`src/rtl/sprite_blitter.sv`:
```
// Sprite blitter: walks every pixel of one sprite, fetches its colour from
// the sprite ROM and writes the opaque, on-screen pixels to the frame buffer
// through a valid/ready write port.
module sprite_blitter #(
  parameter int          SPR_W  = 21,
  parameter int          SPR_H  = 41,
  parameter int          SCR_W  = 640,
  parameter int          SCR_H  = 480,
  parameter logic [11:0] TRANSP = 12'h808
) (
  input  logic        Clk,
  input  logic        Reset,
  input  logic        start,
  input  logic [10:0] pos_x,
  input  logic [10:0] pos_y,
  input  logic        flip,
  output logic        busy,
  output logic        done,
  output logic [9:0]  rom_addr,
  input  logic [11:0] rom_color,
  output logic        fb_we,
  output logic [18:0] fb_addr,
  output logic [11:0] fb_data,
  input  logic        fb_ready
);

  localparam int COL_W = (SPR_W > 1) ? $clog2(SPR_W) : 1;
  localparam int ROW_W = (SPR_H > 1) ? $clog2(SPR_H) : 1;

  typedef enum logic [1:0] {IDLE, READ, EMIT, FIN} state_t;

  state_t             state_reg;
  logic [COL_W-1:0]   col_reg;
  logic [ROW_W-1:0]   row_reg;
  logic [10:0]        pos_x_reg;
  logic [10:0]        pos_y_reg;
  logic               flip_reg;
  logic               busy_reg;
  logic               done_reg;
  logic               fb_we_reg;
  logic [18:0]        fb_addr_reg;
  logic [11:0]        fb_data_reg;

  logic [COL_W-1:0]   rom_col;
  logic [11:0]        sx_c;
  logic [11:0]        sy_c;
  logic               in_x;
  logic               in_y;
  logic               pix_draw;
  logic [18:0]        pix_addr;
  logic               last_pix;

  // ROM address (mirrored column when flipped) and the current pixel's screen
  // position, visibility and frame-buffer address, all evaluated in READ
  always_comb begin
    rom_col  = flip_reg ? (COL_W'(SPR_W - 1) - col_reg) : col_reg;
    rom_addr = (state_reg == READ) ? (10'(row_reg) * 10'(SPR_W) + 10'(rom_col)) : 10'd0;
    sx_c     = {pos_x_reg[10], pos_x_reg} + 12'(col_reg);
    sy_c     = {pos_y_reg[10], pos_y_reg} + 12'(row_reg);
    in_x     = !sx_c[11] && (sx_c[10:0] < 11'(SCR_W));
    in_y     = !sy_c[11] && (sy_c[10:0] < 11'(SCR_H));
    pix_draw = (rom_color != TRANSP) && in_x && in_y;
    pix_addr = 19'(sy_c[10:0]) * 19'(SCR_W) + 19'(sx_c[10:0]);
    last_pix = (row_reg == ROW_W'(SPR_H - 1)) && (col_reg == COL_W'(SPR_W - 1));
  end

  // Control FSM; the write-port outputs are loaded at the READ->EMIT edge so
  // that a drawn pixel is presented during its very first EMIT cycle
  always_ff @(posedge Clk or posedge Reset) begin
    if (Reset) begin
      state_reg   <= IDLE;
      col_reg     <= '0;
      row_reg     <= '0;
      pos_x_reg   <= '0;
      pos_y_reg   <= '0;
      flip_reg    <= 1'b0;
      busy_reg    <= 1'b0;
      done_reg    <= 1'b0;
      fb_we_reg   <= 1'b0;
      fb_addr_reg <= '0;
      fb_data_reg <= '0;
    end else begin
      case (state_reg)
        IDLE: begin
          if (start) begin
            pos_x_reg <= pos_x;
            pos_y_reg <= pos_y;
            flip_reg  <= flip;
            col_reg   <= '0;
            row_reg   <= '0;
            busy_reg  <= 1'b1;
            state_reg <= READ;
          end
        end
        READ: begin
          fb_we_reg <= pix_draw;
          if (pix_draw) begin
            fb_addr_reg <= pix_addr;
            fb_data_reg <= rom_color;
          end
          state_reg <= EMIT;
        end
        EMIT: begin
          // skipped pixels advance at once; drawn ones wait for the handshake
          if (!fb_we_reg || fb_ready) begin
            fb_we_reg <= 1'b0;
            if (last_pix) begin
              col_reg   <= '0;
              row_reg   <= '0;
              done_reg  <= 1'b1;
              state_reg <= FIN;
            end else begin
              state_reg <= READ;
              if (col_reg == COL_W'(SPR_W - 1)) begin
                col_reg <= '0;
                row_reg <= row_reg + 1'b1;
              end else begin
                col_reg <= col_reg + 1'b1;
              end
            end
          end
        end
        FIN: begin
          done_reg  <= 1'b0;
          busy_reg  <= 1'b0;
          state_reg <= IDLE;
        end
        default: state_reg <= IDLE;
      endcase
    end
  end

  assign busy    = busy_reg;
  assign done    = done_reg;
  assign fb_we   = fb_we_reg;
  assign fb_addr = fb_addr_reg;
  assign fb_data = fb_data_reg;

endmodule

```
`config.mk`:
```
export PLATFORM = sky130hd
export DESIGN_NAME = sprite_blitter
export DESIGN_NICKNAME = d
export VERILOG_FILES = /design/src/rtl/sprite_blitter.sv
export SDC_FILE = /design/constraint.sdc
export NUM_CORES = 1
export LEC_CHECK = 0
export BUFFER_PORTS_ARGS = -buffer_cell sky130_fd_sc_hd__buf_2
export CAP_MARGIN = 20
export CORE_UTILIZATION = 52
export CTS_CLUSTER_SIZE = 10
export DETAILED_ROUTE_END_ITERATION = 12
export GPL_ROUTABILITY_DRIVEN = 0
export PLACE_DENSITY = 0.88
export SETUP_SLACK_MARGIN = 0.15
export SLEW_MARGIN = 20
export SYNTH_ARGS = -nofsm -noshare
export SYNTH_HDL_FRONTEND = slang
export SYNTH_SLANG_ARGS = --single-unit
```
`constraint.sdc`:
```
create_clock -name Clk -period 3.8 [get_ports Clk]
set_input_delay 0.57 -clock Clk [delete_from_list [all_inputs] [get_ports Clk]]
set_output_delay 0.57 -clock Clk [all_outputs]
set_load 0.005 [all_outputs]
```
==> out/metrics.csv, run 1 <==
metric;value;unit
Die Ht;102;um
Mean Syn Cell Area;10.3;um2
synthesized instance count;506;
status;finished, violations left;
FF+latch count, synth;70;
total core area;9770;um2
synth unique cells;52;
CP max FO;3;
Pre-Repair DR Iteration Count;5;
placed cell areas;6050;um2
grt ovf;0;
Worst Reg2Reg Path Length in Cells;15;
register area share after synthesis;33.5;%
final setup fails;9;
Final period util;114;%
relative slew slack;60.5;%
DRC Markers;0;
number of port buffers;82;
RSZ-0062 raised after global routing;yes;
most common cell after layout, fill and taps aside;buf_2;
hold crit path type;input pin to async pin;
Placed Cells;742;
Max Fclk;0.231;GHz
worst path cell trace;inv_2, ha_4, buf_4, nand2_4, xnor2_2, ha_1, ha_4, inv_2, fa_2, inv_2, ha_4, a21o_1, a21oi_2, o21bai_1, a21oi_2, o21ai_1, xnor2_1, nor2_1, buf_2;
Total GRT Usage;25.3;%
endpoints failing hold;0;
Area Overhead vs Synth;31.9;%
PnR worst setup slack;-0.530;ns
Max Root-Sink Buffers;2;
Finished Layout Cells;784;
TritonCTS Buffers;9;
CP peak stage delay;0.57;ns
R2R Setup Slk;-0.10;ns
Starting Density;53.5;%
XOR/XNOR Fraction of Synth Area;6.86;%
critical path capture point type;output pin;
combinational family with the most area after synthesis;adder cells;
Routed Antenna Nets;0;
Total Power;7.91;mW
share of cells above drive strength 1;45.0;%
Synth Flop Type;dfrtp_1;
max_cap viols;0;
syn_nets;615;
routed vias/inst;5.82;
Worst Path Buf+Inv;5;
vias in the first global route;4394;
first-pass GRT wire length;20.5;mm
Slowest-stage cell, CP;fa_2;
EDFF count, synth;0;
worst skew pair latency;0.38;ns
violated checks;negative setup slack;
static leakage;3.40;nW
Die Span X;102;um
largest net degree at the start of global routing;45;
initial antenna violation count;0;
Root Driver;clkbuf_8;
Slew Limit Fails;0;
Clock Sink Count;70;
clock skew;0.0161;ns
Max IR drop VDD;666;uV
# hold bufs at CTS;0;
clock-pin transition on the worst setup and hold timing paths;0.09;ns
worst slew pin tran;0.592;ns
diode count;0;
startpoint types;register;
max reg flops;19;
Simple-Gate Fraction of Synth Area;12.5;%
initial DRC count;232;
Synthesis Warnings;0;
cell count along the critical path;19;
wire per inst;19.1;um
FP Rows;36;
fin crit period;4.33;ns
Die Area;10500;um2
I/O pin count;83;
H-tree levels;3;
CTS tree;yes;
final instance area;6900;um2
adder-cell area share of the yosys netlist;18.0;%
delay-heaviest family, CP;adder cells;
Crit path required time;3.23;ns
Pwr per Cell Area;1150;nW/um2
multiplexer share of the synthesized area;13.5;%
post-synthesis compound-gate area fraction;11.5;%
wirelength, routed;15.0;mm
HPWL Detailed;8.94;mm
mapped cell area;5230;um2
Async SR Flop Fraction;100;%
Place WS;-0.148;ns
Worst EP arrival;3.76;ns
Final nets;755;
commonest non-fill, non-tap cells in the layout;82 x buf_2, 67 x dfrtp_1, 52 x buf_4;
CP Class;register to output pin;
DR vias;4562;
Hold WS;0.240;ns
==> area by class of cell <==
type                    count  area [um2]
clock inverters             5        83.8
inverters                  42         158
clock buffers              11         131
well taps                 133         166
flip-flops and latches     70        1760
multi-input cells         384        3740
fillers                   626        2870
repair buffers            139         866
==> kinds of logic after synthesis <==
logic type                 Yosys count
AOI/OAI and AO/OA                   92
xor gates and xnor gates            41
adders and majority gates           70
buffers and inverters               52
DFF                                 70
muxes                               54
and+or+nand+nor                    127
==> report_power, final <==
part	internal, mW	switching [mW]
sequential	1.06	0.321
clock	0.371	0.307
combinational	2.97	2.88
total	4.40	3.51
==> per-stage QoR <==
step / util (%) / setup TNS (ns)
finish: 70.6 / -2.35
global route: 70.6 / -3.67
CTS: 66.6 / -2.14
detailed placement: 61.9 / -0.406
global placement: 61.9 / -0.0178
floorplan: - / 0
==> synthesized netlist by cell type (4+ instances only) <==
cell | count | area, um2
a211oi_1 | 4 | 30.0
a21o_1 | 9 | 67.6
a21oi_1 | 16 | 80.1
a31oi_1 | 6 | 37.5
and2_1 | 4 | 25.0
and3_1 | 5 | 31.3
clkbuf_1 | 5 | 18.8
dfrtp_1 | 70 | 1750
fa_1 | 9 | 180
ha_1 | 61 | 763
inv_1 | 40 | 150
mux2_2 | 23 | 259
mux2_4 | 27 | 405
mux2i_1 | 4 | 40.0
nand2_1 | 29 | 109
nand2b_1 | 9 | 56.3
nand3_1 | 14 | 70.1
nand4_1 | 5 | 31.3
nor2_1 | 30 | 113
nor2b_1 | 10 | 62.6
o21ai_0 | 31 | 155
o21bai_1 | 5 | 37.5
o31ai_1 | 4 | 30.0
or3_1 | 5 | 31.3
xnor2_1 | 26 | 228
xor2_1 | 15 | 131
==> worst paths after layout <==
kind / from / end
setup / recovery: col_reg[0] / rom_addr[9]
hold / removal: Reset / flip_reg
setup reg to reg: pos_y_reg[1] / fb_addr[18]
hold reg to reg: fb_addr[13] / fb_addr[13]
max in group asynchronous: Reset / col_reg[2]
min in group Clk: pos_x[7] / pos_x_reg[7]
==> what timing repair did <==
| item | 4_1_cts | 5_1_grt |
|---|---|---|
| pin swaps | 25 | 37 |
| setup endpoints to repair | 10 | 13 |
| resized for setup | 30 | 57 |
| buffers inserted | 12 | 14 |
==> routing by layer <==
layer	vias up	routed length (um)	GRT usage, %
met3	65	864	3.76
met2	235	7610	45.1
met4	0	803	12.4
met5	-	0	0
met1	2194	5680	29.9
li1	2068	-	-
(Power assumes the default switching activity.)
==> inputs of run 2 (changes only) <==
CORE_UTILIZATION = 58   (was 52)
PLACE_DENSITY = 0.92   (was 0.88)
clock period = 4.46 ns   (was 3.8 ns; I/O delays follow)
==> out/metrics.csv, run 2 (synthesis gave the netlist of run 1 again) <==
metric;value;unit;change
status;completed;;
Worst Path Buf+Inv;4;;-1
static leakage;3.17;nW;-6.8%
DRC Markers;0;;unchanged
initial antenna violation count;0;;unchanged
# hold bufs at CTS;0;;unchanged
number of port buffers;82;;unchanged
Total GRT Usage;27.1;%;+1.8 points
RSZ-0062 raised after global routing;yes;;
Die Ht;97.0;um;-5.2%
wirelength, routed;12.1;mm;-19%
Total Power;5.08;mW;-36%
grt ovf;0;;unchanged
PnR worst setup slack;0.0166;ns;+0.547 ns
CP max FO;2;;-1
Worst EP arrival;3.77;ns;about the same
Clock Sink Count;70;;unchanged
TritonCTS Buffers;9;;unchanged
P_sw;2.26;mW;-35%
Hold WS;0.479;ns;+0.240 ns
most common cell after layout, fill and taps aside;buf_2;;
Max Fclk;0.225;GHz;
post-layout util;70.7;%;+0.11 points
Root Driver;clkbuf_8;;
commonest non-fill, non-tap cells in the layout;82 x buf_2, 69 x dfrtp_1, 59 x ha_1;;
clock-pin transition on the worst setup and hold timing paths;0.08;ns;about the same
Slowest-stage cell, CP;fa_1;;
diode count;0;;unchanged
FP Rows;34;;-5.6%
Crit path required time;3.79;ns;+0.56 ns
max reg flops;19;;unchanged
Starting Density;60.0;%;+6.5 points
max_cap viols;0;;unchanged
worst skew pair latency;0.36;ns;-0.02 ns
Critical Path Most Common Cell;ha_1;;
H-tree levels;3;;unchanged
Slew Limit Fails;0;;unchanged
total core area;8720;um2;-11%
final instance area;6170;um2;-11%
fillcell total;587;;-6.2%
Die Area;9400;um2;-10%
startpoint types;register;;
CTS tree;yes;;
combinational share of power;67.2;%;-6.8 points
delay-heaviest family, CP;adder cells;;
Max Root-Sink Buffers;2;;unchanged
Max IR drop VDD;461;uV;-31%
Area Overhead vs Synth;17.9;%;
Placed Cells;694;;-6.5%
routed vias/inst;5.91;;+1.5%
Finished Layout Cells;724;;-7.7%
Flop pwr share;22.5;%;+5.0 points
share of cells above drive strength 1;31.8;%;-13 points
first-pass GRT wire length;20.8;mm;+1.3%
Place WS;0.0912;ns;+0.239 ns
Pwr per Cell Area;825;nW/um2;-28%
I/O pin count;83;;unchanged
vias in the first global route;4462;;+1.5%
placed cell areas;5780;um2;-4.4%
switching share of power;44.5;%;+0.15 points
Final nets;720;;-4.6%
worst slew pin tran;1.07;ns;+0.482 ns
Routed Antenna Nets;0;;unchanged
endpoints failing hold;0;;unchanged
fin crit period;4.44;ns;
Multi-input gate area;3330;um2;-11%
DR vias;4276;;-6.3%
largest net degree at the start of global routing;48;;+6.7%
HPWL Detailed;8.48;mm;-5.2%
Final period util;99.6;%;
relative slew slack;28.1;%;-32 points
initial DRC count;219;;-5.6%
critical path capture point type;output pin;;
hold crit path type;register to register;;
Die Span X;97.0;um;-5.2%
P_int;2.82;mW;-36%
setup TNS;0;ns;+2.35 ns
worst path cell trace;buf_6, o211ai_1, xnor2_1, ha_1, ha_1, inv_2, fa_1, inv_1, ha_1, a21o_1, a21oi_2, o21bai_1, a21oi_2, o21ai_2, xnor2_1, nor2_1, buf_2;;
CP peak stage delay;0.50;ns;-0.07 ns
final setup fails;0;;-9
Pre-Repair DR Iteration Count;5;;unchanged
Clk pwr share;10.3;%;+1.7 points
CP Class;register to output pin;;
clock skew;0.0138;ns;-0.00232 ns
register area;1750;um2;-0.14%
wire per inst;16.8;um;-12%
-- run 2: cell count changes in the layout (fill, tap and decap cells not counted), sizes merged --
cell / delta
buf: -35
clkinvlp: -1
clkinv: +3
clkbuf: -1
bufinv: -1
-- run 2: power by group through the flow --
stage          clock network (mW)  registers, mW  logic, mW
6_report                    0.525           1.14       3.42
5_1_grt                     0.553           1.18       3.77
4_1_cts                     0.522           1.13       3.30
3_5_place_dp                    0           1.13       3.18
3_3_place_gp                    0           1.12       3.00
2_1_floorplan                   0           1.09       2.45
-- run 2: worst paths after layout --
path                             from          end  slack (ns)  cells after the start
setup / recovery           col_reg[0]  rom_addr[9]        0.02                     17
hold / removal                   busy         busy        0.48                      1
setup reg to reg           row_reg[2]  fb_addr[18]        0.37                     14
hold reg to reg                  busy         busy        0.48                      1
max in group asynchronous       Reset   col_reg[2]        3.05                      3
min in group asynchronous       Reset  fb_addr[17]        0.52                      2
-- run 2: final cells by class --
| type | count | area share, % |
|---|---|---|
| Clock buffer | 10 | 2.23 |
| Clock inverter | 6 | 0.994 |
| Inverter | 42 | 2.56 |
| Multi-Input combinational cell | 384 | 54.1 |
| Sequential cell | 70 | 28.4 |
| Tap cell | 108 | 2.19 |
| Timing Repair Buffer | 104 | 9.52 |
-- run 2: timing repair --
action,in CTS,in global routing
endpoints found under the hold margin,0,0
pin swaps,23,4
setup endpoints to repair,4,5
gates resized for setup,20,3
setup buffers,11,3
-- run 2: per-layer routing --
| layer | GRT usage, % | share of wire (%) | vias to the layer above |
|---|---|---|---|
| met5 | 0 | 0 | - |
| met4 | 11.9 | 3.2 | 0 |
| met3 | 5.20 | 5.3 | 44 |
| met2 | 46.7 | 50 | 190 |
| met1 | 33.0 | 42 | 2037 |
| li1 | - | - | 2005 |
-- run 2: worst register-to-register path, stage by stage, from the launching register on --
cell and delay [ns]:
dfrtp_1 0.50, ha_1 0.41, inv_2 0.07, o311ai_4 0.33, a21oi_2 0.12, xnor2_1 0.34, ha_1 0.31, ha_1 0.40
o21ai_0 0.28, o21ai_0 0.12, a32oi_1 0.31, nor2b_1 0.21, and4b_1 0.23, xnor2_1 0.07, mux2_4 0.27
